`src/rtl/reg_scoreboard.sv`:
```
// reg_scoreboard: producer-side hazard tracker for a 5-stage RISC-V pipeline.
// Shadows the in-flight register writers in E, M and W. Stalls a consumer in D
// that the bypass network cannot serve, issues the branch flushes, and counts
// stall cycles with a counter that saturates instead of wrapping.
//
// Build option: define SCB_FORWARD_EN when the core has EX forwarding. Only a
// load sitting in E then stalls its consumer (load-use). Without the macro the
// block is a full interlock: any writer in E or M stalls a reader of its rd.
module reg_scoreboard #(
  parameter int CNT_W = 32
) (
  input  logic             clk,
  input  logic             reset_n,
  input  logic [4:0]       rs1D,
  input  logic [4:0]       rs2D,
  input  logic             useRs1D,
  input  logic             useRs2D,
  input  logic [4:0]       rdD,
  input  logic             RegWriteD,
  input  logic             MemReadD,
  input  logic             branchTakenE,
  output logic             stallF,
  output logic             stallD,
  output logic             flushD,
  output logic             flushE,
  output logic [CNT_W-1:0] stall_cnt
);

  localparam int NSLOT = 3;
  localparam int S_E   = 0;
  localparam int S_M   = 1;
  localparam int S_W   = 2;

  logic             slot_v_q  [NSLOT];
  logic             slot_v_d  [NSLOT];
  logic [4:0]       slot_rd_q [NSLOT];
  logic [4:0]       slot_rd_d [NSLOT];
  logic             slot_ld_q [NSLOT];
  logic             slot_ld_d [NSLOT];
  logic             hit1      [NSLOT];
  logic             hit2      [NSLOT];
  logic             hazard;
  logic             issue;
  logic [CNT_W-1:0] stall_cnt_q;
  logic [CNT_W-1:0] stall_cnt_d;

  // Per-slot match of each D source against the recorded writer. x0 and
  // sources the instruction does not read can never match.
  always_comb begin
    for (int s = 0; s < NSLOT; s++) begin
      hit1[s] = useRs1D && (rs1D != 5'd0) && slot_v_q[s] && (slot_rd_q[s] == rs1D);
      hit2[s] = useRs2D && (rs2D != 5'd0) && slot_v_q[s] && (slot_rd_q[s] == rs2D);
    end
  end

  // Hazard decision. W never stalls: the register file writes before it reads.
  always_comb begin
`ifdef SCB_FORWARD_EN
    hazard = (hit1[S_E] || hit2[S_E]) && slot_ld_q[S_E];
`else
    hazard = hit1[S_E] || hit1[S_M] || hit2[S_E] || hit2[S_M];
`endif
  end

  // Pipeline control. A taken branch wins: the D instruction is wrong-path,
  // so it is flushed rather than stalled.
  always_comb begin
    stallF = 1'b0;
    stallD = 1'b0;
    flushD = 1'b0;
    flushE = 1'b0;
    if (branchTakenE) begin
      flushD = 1'b1;
      flushE = 1'b1;
    end else if (hazard) begin
      stallF = 1'b1;
      stallD = 1'b1;
      flushE = 1'b1;
    end
  end

  assign issue     = RegWriteD && (rdD != 5'd0) && !stallD && !flushE;
  assign stall_cnt = stall_cnt_q;

  // Next state: shift writers down the pipe every cycle. A bubble enters E
  // fully cleared so stale rd/ld bits never linger. Counter saturates.
  always_comb begin
    slot_v_d[S_W]  = slot_v_q[S_M];
    slot_rd_d[S_W] = slot_rd_q[S_M];
    slot_ld_d[S_W] = slot_ld_q[S_M];
    slot_v_d[S_M]  = slot_v_q[S_E];
    slot_rd_d[S_M] = slot_rd_q[S_E];
    slot_ld_d[S_M] = slot_ld_q[S_E];
    slot_v_d[S_E]  = 1'b0;
    slot_rd_d[S_E] = 5'd0;
    slot_ld_d[S_E] = 1'b0;
    if (issue) begin
      slot_v_d[S_E]  = 1'b1;
      slot_rd_d[S_E] = rdD;
      slot_ld_d[S_E] = MemReadD;
    end
    stall_cnt_d = stall_cnt_q;
    if (stallD && (stall_cnt_q != {CNT_W{1'b1}})) begin
      stall_cnt_d = stall_cnt_q + {{(CNT_W-1){1'b0}}, 1'b1};
    end
  end

  // State registers with asynchronous clear.
  always_ff @(posedge clk or negedge reset_n) begin
    if (!reset_n) begin
      for (int s = 0; s < NSLOT; s++) begin
        slot_v_q[s]  <= 1'b0;
        slot_rd_q[s] <= 5'd0;
        slot_ld_q[s] <= 1'b0;
      end
      stall_cnt_q <= '0;
    end else begin
      for (int s = 0; s < NSLOT; s++) begin
        slot_v_q[s]  <= slot_v_d[s];
        slot_rd_q[s] <= slot_rd_d[s];
        slot_ld_q[s] <= slot_ld_d[s];
      end
      stall_cnt_q <= stall_cnt_d;
    end
  end

endmodule

```
`config.mk`:
```
export PLATFORM = sky130hd
export DESIGN_NAME = reg_scoreboard
export DESIGN_NICKNAME = d
export VERILOG_FILES = /design/src/rtl/reg_scoreboard.sv
export SDC_FILE = /design/constraint.sdc
export NUM_CORES = 1
export LEC_CHECK = 0
export ABC_AREA = 1
export CORE_MARGIN = 5
export CORE_UTILIZATION = 57
export DETAILED_ROUTE_END_ITERATION = 10
export PLACE_DENSITY_LB_ADDON = 0.1
export SKIP_CTS_REPAIR_TIMING = 1
export SYNTH_ARGS = -nofsm -noshare
export SYNTH_HDL_FRONTEND = slang
export SYNTH_SLANG_ARGS = --single-unit
export TNS_END_PERCENT = 100
```
`constraint.sdc`:
```
create_clock -name clk -period 3.65 [get_ports clk]
set_input_delay 0.73 -clock clk [delete_from_list [all_inputs] [get_ports clk]]
set_output_delay 0.73 -clock clk [all_outputs]
set_load 0.005 [all_outputs]
```
# After elaboration in Yosys (flattened, before gate mapping)
# Cells that the tools add are included.
[totals]
regBits = 44
latch_bits = 0
mem_bits_rw = 0
rom_bits = 0
in_bits = 22
out_inout_bits = 36
word_cells = 39
memories = 0
[classes]
addsub = 1
multipliers = 0
n_div = 0
magnitude_cmp = 0
eq_ne = 5
n_shift = 0
mux = 6
bitwise = 0
n_reduce_logical = 22
[op_table]
columns = ["operator", "n"]
rows = [
  ["$add 32x1->32 const B", 1],
  ["$ne 32x32->1 const B", 1],
  ["$eq 5x5->1", 4],
  ["$reduce_bool 5->1", 3],
  ["$logic_and 1x1->1", 14],
  ["$mux 1", 5],
  ["$mux 5", 1],
  ["$logic_or 1x1->1", 3],
  ["$logic_not 1->1", 2],
]

# Depth between registers and ports, before layout
[depth]
depth_word = 13
ltp_mapped = 12
mapped_depth_nobuf = 11

# Worst setup path after synthesis
# No wires, ideal clock.
[synth_path]
path_kind = "input to output"
start = "input port rs2D[0]"
end = "output port stallF"
t_arrival_ps = 1618
required_ps = 2920
path_slack_ps = 1302
cell_stages = 11
path_buffers = 1
path_cell_list = "inv_1 -> nand2_1 -> nand2_1 -> nor2_1 -> nand3_1 -> nand2_1 -> nand2_1 -> nand2_1 -> inv_1 -> nor2_1 -> buf_4"
[synth_via]
elab_chain_cells = 8
elab_cells_between_ends = 12
cone_classes = "eq/ne: 2; mux: 2; reduce/logical: 8"
[synth_rtl]
columns = ["element", "line_no", "source"]
rows = [
  ["start, declared", "15", "input logic [4:0] rs2D,"],
  ["$reduce_bool 5->1", "--", ""],
  ["$logic_and 1x1->1", "--", ""],
  ["$logic_and 1x1->1 (2 in a row)", "52", "hit2[s] = useRs2D && (rs2D != 5'd0) && slot_v_q[s] && (slot_rd_q[s] == rs2D);"],
  ["$logic_or 1x1->1", "61", "hazard = hit1[S_E] || hit1[S_M] || hit2[S_E] || hit2[S_M];"],
  ["$logic_or 1x1->1 (*)", "61", ""],
  ["$mux 1 (*) (2 in a row)", "--", ""],
  ["end, declared", "22", "output logic stallF,"],
]
# Mark *: on every way between the ends. The rest lies on a longest branch, timed or not.

# Worst setup path after layout
[layout_path]
start = "input port rs1D[1]"
end = "output port stallD"
[layout_via]
elab_chain_cells = 9
elab_cells_between_ends = 13
cone_classes = "eq/ne: 2; mux: 2; reduce/logical: 9"
[layout_rtl]
columns = ["element", "line_no", "source"]
rows = [
  ["start, declared", "14", "input logic [4:0] rs1D,"],
  ["$reduce_bool 5->1", "--", ""],
  ["$logic_and 1x1->1", "--", ""],
  ["$logic_and 1x1->1 (2 in a row)", "51", "hit1[s] = useRs1D && (rs1D != 5'd0) && slot_v_q[s] && (slot_rd_q[s] == rs1D);"],
  ["$logic_or 1x1->1 (*) (3 in a row)", "61", ""],
  ["$mux 1 (*)", "75", "end else if (hazard) begin"],
  ["$mux 1 (*)", "72", "if (branchTakenE) begin"],
  ["end, declared", "23", "output logic stallD,"],
]
# Marks and branches as above.

==> impl_metrics.ini <==
[synthesis]
synth.distinct_cells = 22
synth_top_family_by_area = simple AND/OR/NAND/NOR gates
synth_top_area_cell = dfrtp_1
synthAdderAreaFrac = 0.004097
synth_mux_area_frac = 0
syn-cell-area_um2 = 3054
synth-simple-area-share = 0.5018
synth_top_area_frac = 0.3605
synth_edf_count = 0
ys.flop_type = dfrtp_1
synth.avg_cell_area_um2 = 6.430
ys_ff_latch = 44
synthTopCellsByCount = nand2_1 (219), nor2_1 (69), dfrtp_1 (44)
synth_compound_area_frac = 0.006555
ys_top_cells_by_area = dfrtp_1 (36%), nand2_1 (27%), nor2_1 (8.5%)
synthCells = 475
seq_area_frac_synth = 0.3605
async_flop_share = 1.000
syn_nets = 498
synth_warnings = 0
synth_xor_area_frac = 0.04588
yosysMostFrequentCell = nand2_1

[final_layout]
drive_gt1_frac = 0.03598
nets = 550
diodes = 0
fillers = 423
final_util = 0.7204
area_growth_pct = 22.00

[setup_path]
critPathCaptureType = output pin
cp_top_family = buffers and inverters
crit_buf_inv = 4
critPathKind = in -> out
critical_path.cell_chain = clkdlybuf4s50_1 -> inv_1 -> nand2_1 -> nand2_1 -> nor2_1 -> nand3_1 -> nand2_1 -> nand2_1 -> nand2_1 -> inv_1 -> nor2_1 -> clkdlybuf4s50_1
cp_common_cell = nand2_1
cp-start-kind = input port
cp_max_fo = 3
cp_slowest_cell = clkdlybuf4s50_1
max_stage_delay_ns = 0.52
cp.required_ns = 2.92
rrSetupSlack_ns = 0.95
arrival_ns = 2.68

[pwr]
powerDensity_nw_per_um2 = 253.8
peakVddDrop_uv = 237.6
p_leak_nw = 1.841
total_power_mw = 0.9456

[outcome]
status = finished clean

[die]
die_h_um = 83.20
initial_core_util = 0.5905
num_rows = 26
die_width_um = 83.20
die_area_um2 = 6922
coreArea_um2 = 5172
ios = 58

[detailed_routing]
drc_errors = 0
drt_iter0_markers = 256
num_vias = 3239
post_drt_wl_per_cell_um = 14.18
ant_nets = 0
first_pass_iters = 5
routed_via_density = 5.416
wl_um = 8479

[sta]
period_share = 0.9349
rsz0062_at_grt = false
setup_viol = 0
worst_slew_pin_slew_ns = 1.031
maxSlewViolCount = 0
finalSetupTns_ns = 0
max_freq_mhz = 293.0
setup_slack_ns = 0.2375
finClkSkew_ns = 0.005916
fin_crit_ns = 3.412
hold_violations = 0
relSlewSlack = 0.3125

[clocking]
root_buffer = clkbuf_8
clockBufferDepth = 2
cts_num_sinks = 44
cts_tree = done
htreeDepth = 2
cts_buffers = 5
insertion_delay_ns = 0.30
path_clk_slew_ns = 0.08

[global_route]
grt_pass1_wl_um = 14520
overflow = 0
grt_max_degree = 45
gr-usage-all-layers = 0.2525
antenna_found_initial = 0
grt_pass1_vias = 3104

[placed_design]
hpwl_um = 6200
port_buffers = 56
preCtsSetupSlack_ns = 0.2491
gp_congestion = 0.9179

[flow_run]
maxCapViolCount = 0

[worst_hold_path]
hp-class = reg -> reg
## sequential cells by signal (all words and copies together), names as in the netlist
name	cells
stall_cnt	32
slot_rd_d	10
slot_v_d	2
## report_power, final
part	internal, mW	total, mW	switching [mW]
Clock	0.151	0.322	0.171
Combinational	0.0502	0.112	0.0621
Sequential	0.499	0.511	0.0123
## layer usage
metal  routed length, µm  GRT usage  vias up
li1                    -          -     1598
met1                4040     0.3782     1477
met2                3700     0.3761      149
met3                 612    0.04356       15
met4                 126    0.06241        0
met5                   0          0        -
## cells in the final DEF, fill, tap and decap left out
master	Yosys	final
clkbuf_8	0	6
xnor2_1	6	6
nand3_4	1	1
clkdlybuf4s50_1	0	55
nand4_4	1	1
nor3_1	1	1
xor2_1	10	10
nand3_1	10	10
nand2_1	219	219
dfrtp_1	44	44
buf_2	3	1
nand4_1	35	35
clkinv_2	0	2
ha_1	1	1
buf_4	2	3
nand3_2	2	2
inv_1	42	42
nor2_1	69	69
clkinv_1	1	1
o21ai_0	4	4
nand3b_1	12	12
nor2_2	1	1
nor2_4	2	2
## layout make-up
cell class | count | area [µm²] | share of cell area
Clock buffer | 6 | 82.58 | 0.02216
Clock inverter | 2 | 10.01 | 0.002686
Inverter | 43 | 161.4 | 0.04332
Multi-Input combinational cell | 374 | 1705 | 0.4577
Sequential cell | 44 | 1101 | 0.2955
Tap cell | 70 | 87.58 | 0.02351
Timing Repair Buffer | 59 | 578.1 | 0.1551
## kinds of logic after synthesis
group,count (synthesis)
and+or+nand+nor,353
buffers and inverters,57
DFF,44
xor gates and xnor gates,16
AOI/OAI and AO/OA,4
adders and majority gates,1
## through the flow
| stage | hold slack [ns] | instance area [µm²] | cells |
|---|---|---|---|
| after global placement | 0.3923 | 3633 | 590 |
| after CTS | 0.4105 | 3726 | 598 |
| after global routing | 0.4308 | 3726 | 598 |
| final | 0.4070 | 3726 | 598 |
| after floorplan | 0.3741 | 3054 | 475 |
| after detailed placement | 0.3914 | 3633 | 590 |
## path summary, 6_finish.rpt
kind	start	end	cells past startpoint
worst max-delay path	rs1D[1]	stallD	12
worst max register to register	stall_cnt[0]$_DFFE_PN0P_	stall_cnt[13]$_DFFE_PN0P_	10
worst min-delay path	slot_rd_d[6]$_DFF_PN0_	slot_rd_d[1]$_DFF_PN0_	0
min in group asynchronous	reset_n	slot_rd_d[4]$_DFF_PN0_	1
max in group asynchronous	reset_n	stall_cnt[1]$_DFFE_PN0P_	1
worst min register to register	slot_rd_d[6]$_DFF_PN0_	slot_rd_d[1]$_DFF_PN0_	0
No activity file was read; power rests on OpenSTA's default activity.
